===== src/rtl/cdb_arbiter.sv =====
// cdb_arbiter: round-robin arbiter for the single common data bus (CDB).
// Grants at most one functional-unit completion per cycle (combinational
// grant) and registers the winner's ROB tag and result as the broadcast.
// Optional feature macro: CDB_ARB_BRANCH_PRIO_EN -- FU 0 (branch unit) gets
// fixed highest priority and its grants leave the round-robin pointer alone.
module cdb_arbiter #(
    parameter int NUM_FU = 4,
    parameter int TAG_W  = 3,
    parameter int DATA_W = 32
) (
    input  logic                     clock,
    input  logic                     reset,
    input  logic [NUM_FU-1:0]        fu_req,
    input  logic [NUM_FU*TAG_W-1:0]  fu_tag,
    input  logic [NUM_FU*DATA_W-1:0] fu_value,
    output logic [NUM_FU-1:0]        fu_grant,
    input  logic                     squash,
    output logic                     cdb_valid,
    output logic [TAG_W-1:0]         cdb_tag,
    output logic [DATA_W-1:0]        cdb_value
);

    localparam int PTR_W = (NUM_FU > 1) ? $clog2(NUM_FU) : 1;

    logic [PTR_W-1:0]  rr_ptr_q, rr_ptr_d;
    logic              cdb_valid_q, cdb_valid_d;
    logic [TAG_W-1:0]  cdb_tag_q, cdb_tag_d;
    logic [DATA_W-1:0] cdb_value_q, cdb_value_d;

    logic              req_hit;
    logic [PTR_W-1:0]  win_idx;
    logic              grant_any;
    logic              ptr_upd;
    logic [TAG_W-1:0]  sel_tag;
    logic [DATA_W-1:0] sel_value;

    // Pick the requester nearest to rr_ptr going upward (with wrap).
    always_comb begin
        int best_d;
        int d;
        req_hit = 1'b0;
        win_idx = '0;
        ptr_upd = 1'b1;
        best_d  = NUM_FU;
        d       = 0;
        for (int j = 0; j < NUM_FU; j++) begin
            d = j - int'(rr_ptr_q);
            if (d < 0) d = d + NUM_FU;
            if (fu_req[j] && (d < best_d)) begin
                best_d  = d;
                req_hit = 1'b1;
                win_idx = PTR_W'(j);
            end
        end
`ifdef CDB_ARB_BRANCH_PRIO_EN
        // Branch unit overrides rotation and does not consume a turn.
        if (fu_req[0]) begin
            req_hit = 1'b1;
            win_idx = '0;
            ptr_upd = 1'b0;
        end
`endif
    end

    // Grants are suppressed during squash and while reset is held.
    assign grant_any = req_hit && !squash && reset;

    // One-hot grant plus mux of the winner's tag/value.
    always_comb begin
        fu_grant  = '0;
        sel_tag   = '0;
        sel_value = '0;
        for (int j = 0; j < NUM_FU; j++) begin
            if (grant_any && (win_idx == PTR_W'(j))) begin
                fu_grant[j] = 1'b1;
                sel_tag     = fu_tag[j*TAG_W +: TAG_W];
                sel_value   = fu_value[j*DATA_W +: DATA_W];
            end
        end
    end

    // Next-state: broadcast the winner, advance pointer past it.
    always_comb begin
        rr_ptr_d    = rr_ptr_q;
        cdb_valid_d = 1'b0;
        cdb_tag_d   = cdb_tag_q;
        cdb_value_d = cdb_value_q;
        if (grant_any) begin
            cdb_valid_d = 1'b1;
            cdb_tag_d   = sel_tag;
            cdb_value_d = sel_value;
            if (ptr_upd) begin
                if (win_idx == PTR_W'(NUM_FU - 1)) rr_ptr_d = '0;
                else                               rr_ptr_d = win_idx + 1'b1;
            end
        end
    end

    // Pointer and broadcast register, cleared asynchronously.
    always_ff @(posedge clock or negedge reset) begin
        if (!reset) begin
            rr_ptr_q    <= '0;
            cdb_valid_q <= 1'b0;
            cdb_tag_q   <= '0;
            cdb_value_q <= '0;
        end else begin
            rr_ptr_q    <= rr_ptr_d;
            cdb_valid_q <= cdb_valid_d;
            cdb_tag_q   <= cdb_tag_d;
            cdb_value_q <= cdb_value_d;
        end
    end

    assign cdb_valid = cdb_valid_q;
    assign cdb_tag   = cdb_tag_q;
    assign cdb_value = cdb_value_q;

endmodule


===== config.mk =====
export PLATFORM = sky130hd
export DESIGN_NAME = cdb_arbiter
export DESIGN_NICKNAME = d
export VERILOG_FILES = /design/src/rtl/cdb_arbiter.sv
export SDC_FILE = /design/constraint.sdc
export NUM_CORES = 1
export LEC_CHECK = 0
export BUFFER_PORTS_ARGS = -buffer_cell sky130_fd_sc_hd__buf_2
export CAP_MARGIN = 20
export CORE_UTILIZATION = 45
export DETAILED_ROUTE_END_ITERATION = 6
export PLACE_DENSITY = 0.87
export SYNTH_ARGS = -nofsm -noshare
export SYNTH_HDL_FRONTEND = slang
export SYNTH_SLANG_ARGS = --single-unit

===== constraint.sdc =====
create_clock -name clock -period 10 [get_ports clock]
set_clock_uncertainty 0.1 [all_clocks]
set_input_delay 1 -clock clock [delete_from_list [all_inputs] [get_ports clock]]
set_output_delay 1 -clock clock [all_outputs]
set_load 0.01 [all_outputs]

==> flow_summary.toml <==
[clock_network]
ctsRootBufferMaster = "clkbuf_8"
cts_buffer_depth = 2
cts_sinks = 38
cts_setup_buffers = 0
cts_hold_buf = 0
cts_max_level = 2
post_cts_resized = 0
cts_buffers = 5
clk_latency_ps = 280
clk_pin_slew_ps = 70
cts_tree = "yes"

[worst_setup_path]
path_cells = "buf_2 > inv_1 > mux2i_1 > a32o_1 > inv_1 > ha_1 > o21a_1 > nor2_1 > o21ai_0 > mux2i_1 > ha_1 > o32ai_1 > nand2_1 > nand3_1 > ha_1 > and2_1 > buf_2"
startpoint_type = "input port"
cp_slowest_stage_delay_ps = 630
r2r-start = "rr_ptr_q[0]"
critPathArrivalTime_ps = 4240
r2r_slack_ps = 5510
critical_path_class = "in2out"
crit_path_frequent_cell = "ha_1"
crit_fanout = 18
slowest_stage = "ha_1"
endpoint_kind = "output port"
worstRegToRegCells = 18
rr_endpoint = "cdb_value[28]"
crit_required_ps = 8900

[yosys]
synth_area_um2 = 2640
netlist_instances = 322
synthFlopType = "dfrtp_1"
synth-compound-area-share_pct = 34.3
yosysWarnings = 0
synth_cell_types = 31
synth_seq_cells = 38
yosys.area_share.simple_pct = 14.6
synth.avg_cell_area_um2 = 8.19
synthArstFlopShare_pct = 100
synth_top_family_by_area = "compound AO/OA/AOI/OAI gates"
synth.area.mux_share_pct = 0.759
yosys.area_share.adder_pct = 2.85
yosys.area_share.xor_xnor_pct = 0.332
synth_edf_count = 0
yosysSeqAreaShare_pct = 36.1
syn_nets = 475

[route]
drc = 0
antenna_left = 0
firstDrtPassIters = 4
routed_wl_um = 7910
routedWlPerCell_um = 14.1
vias = 3064
routed_via_density = 5.46
drt_iter0_drc = 189

[final_layout]
nNetsFinal = 641
final_cells = 561
multi_input_area_um2 = 1410
seq_area_um2 = 951
fillers = 499
antennaDiodeCount = 0
syn_to_final_growth_pct = 39.3
drive_gt1_share_pct = 41.9

[grt]
grt_usage_pct = 25.5
antenna_found_initial = 0
grt_pass1_vias = 2913
grt_overflow = 0
grt_max_degree = 80
grt_pass1_wl_um = 12600

[run_status]
status = "completed"

[floorplanning]
start_util_pct = 47.3
die_area_um2 = 6170
die_h_um = 78.5
io_pins = 187
coreArea_um2 = 5570
num_rows = 27
die_x_um = 78.5

[power]
cellPowerDensity_nw_per_um2 = 354
ir_worst_vdd_v = 0.000208
power.leakage_nw = 1.93

[sta]
fin_crit_ps = 5340
fmax_mhz = 187
finalMaxSlewViolations = 0
setup_viol = 0
slew_headroom_pct = 41.2
worst_pin_slew_ps = 883
rsz0062_at_grt = "false"
hold_violations = 0
period_share_pct = 53.4
fin_ws_ps = 4660
setup_tns_ps = 0

[placement]
gp_congestion = 0.865
place_worst_setup_slack_ps = 4700
dp_hpwl_um = 5660
place_inst = 553
portBuffers = 186

[min_path]
hold-path-cell-count = 2
hold_class = "reg2reg"
holdCritStartpoint = "cdb_tag[0]"
holdPathEnd = "cdb_tag[0]"

[run]
cap_viol_max_count = 0
sequential cells by signal, indices dropped and copies added (netlist names):
register   count
cdb_tag        3
cdb_value     32
cdb_valid      1
rr_ptr_q       2
kinds of logic after synthesis:
group | after synthesis
xor gates and xnor gates | 1
and+or+nand+nor | 90
adders and majority gates | 6
DFF | 38
muxes | 2
AOI/OAI and AO/OA | 114
buffers and inverters | 71
where the power goes:
| group | switching (W) | internal, W | leakage, nW |
|---|---|---|---|
| clock | 0.0000532 | 0.0000697 | 0.0575 |
| sequential | 0.0000423 | 0.000230 | 0.434 |
| combinational | 0.000501 | 0.000404 | 1.44 |
layout make-up:
type                       count  share of cell area (%)
timing repair buffer         191                    26.4
multi-input combinational    213                    38.3
sequential                    38                    25.9
inverter                      39                    3.99
clock buffer                   8                    3.00
tap                           72                    2.45
worst max-delay path, delay by kind of cell:
| family | cells | cell delay, ps |
|---|---|---|
| buffers and inverters | 4 | 400 |
| multiplexers | 2 | 430 |
| AND/OR/NAND/NOR | 4 | 530 |
| AO/OA/AOI/OAI | 4 | 750 |
| adder cells (fa/ha/maj) | 3 | 1140 |
Yosys cell counts, types with 3 or more instances:
master / count / area, µm²
buf_2: 4 / 20.0
ha_1: 6 / 75.1
buf_4: 3 / 22.5
clkbuf_1: 24 / 90.1
a211o_1: 36 / 315
inv_1: 39 / 146
a31oi_1: 35 / 219
dfrtp_1: 38 / 951
nand2_1: 38 / 143
a221oi_1: 35 / 307
nor2_1: 37 / 139
and2_1: 4 / 25.0
worst max-delay path by stage:
stage,startpoint,endpoint,cells after the start
detailed placement,fu_req[0],fu_grant[1],17
global route,fu_req[0],fu_grant[1],17
floorplan,fu_req[0],fu_grant[2],17
global placement,fu_req[0],fu_grant[1],17
finish,fu_req[0],fu_grant[1],17
CTS,fu_req[0],fu_grant[1],17
placed cells by master, fill, tap and decap left out, types with 2 or more instances in the layout:
cell,count
a211o_1,36
a221oi_1,35
a31oi_1,35
and2_1,4
buf_2,186
buf_4,5
clkbuf_8,8
dfrtp_1,38
ha_1,4
ha_2,2
inv_1,39
mux2i_1,2
nand2_1,38
nand3_1,2
nor2_1,37
o21ai_0,2
stage by stage:
stage | utilization, % | area [µm²] | hold WS (ps) | total power [W]
6_report | 65.9 | 3670 | 446 | 0.00130
2_1_floorplan | - | 2640 | 480 | 0.000952
3_5_place_dp | 63.9 | 3560 | 437 | 0.00118
5_1_grt | 65.9 | 3670 | 479 | 0.00143
3_3_place_gp | 63.9 | 3560 | 428 | 0.00115
4_1_cts | 65.9 | 3670 | 451 | 0.00131
metal layers:
layer / GRT usage [%] / wire length [µm] / up-vias
met5: 0 / 0 / -
met3: 5.81 / 581 / 10
li1: - / - / 1507
met4: 10.0 / 114 / 0
met1: 28.2 / 3230 / 1397
met2: 46.7 / 3980 / 150
(Power assumes the default switching activity.)
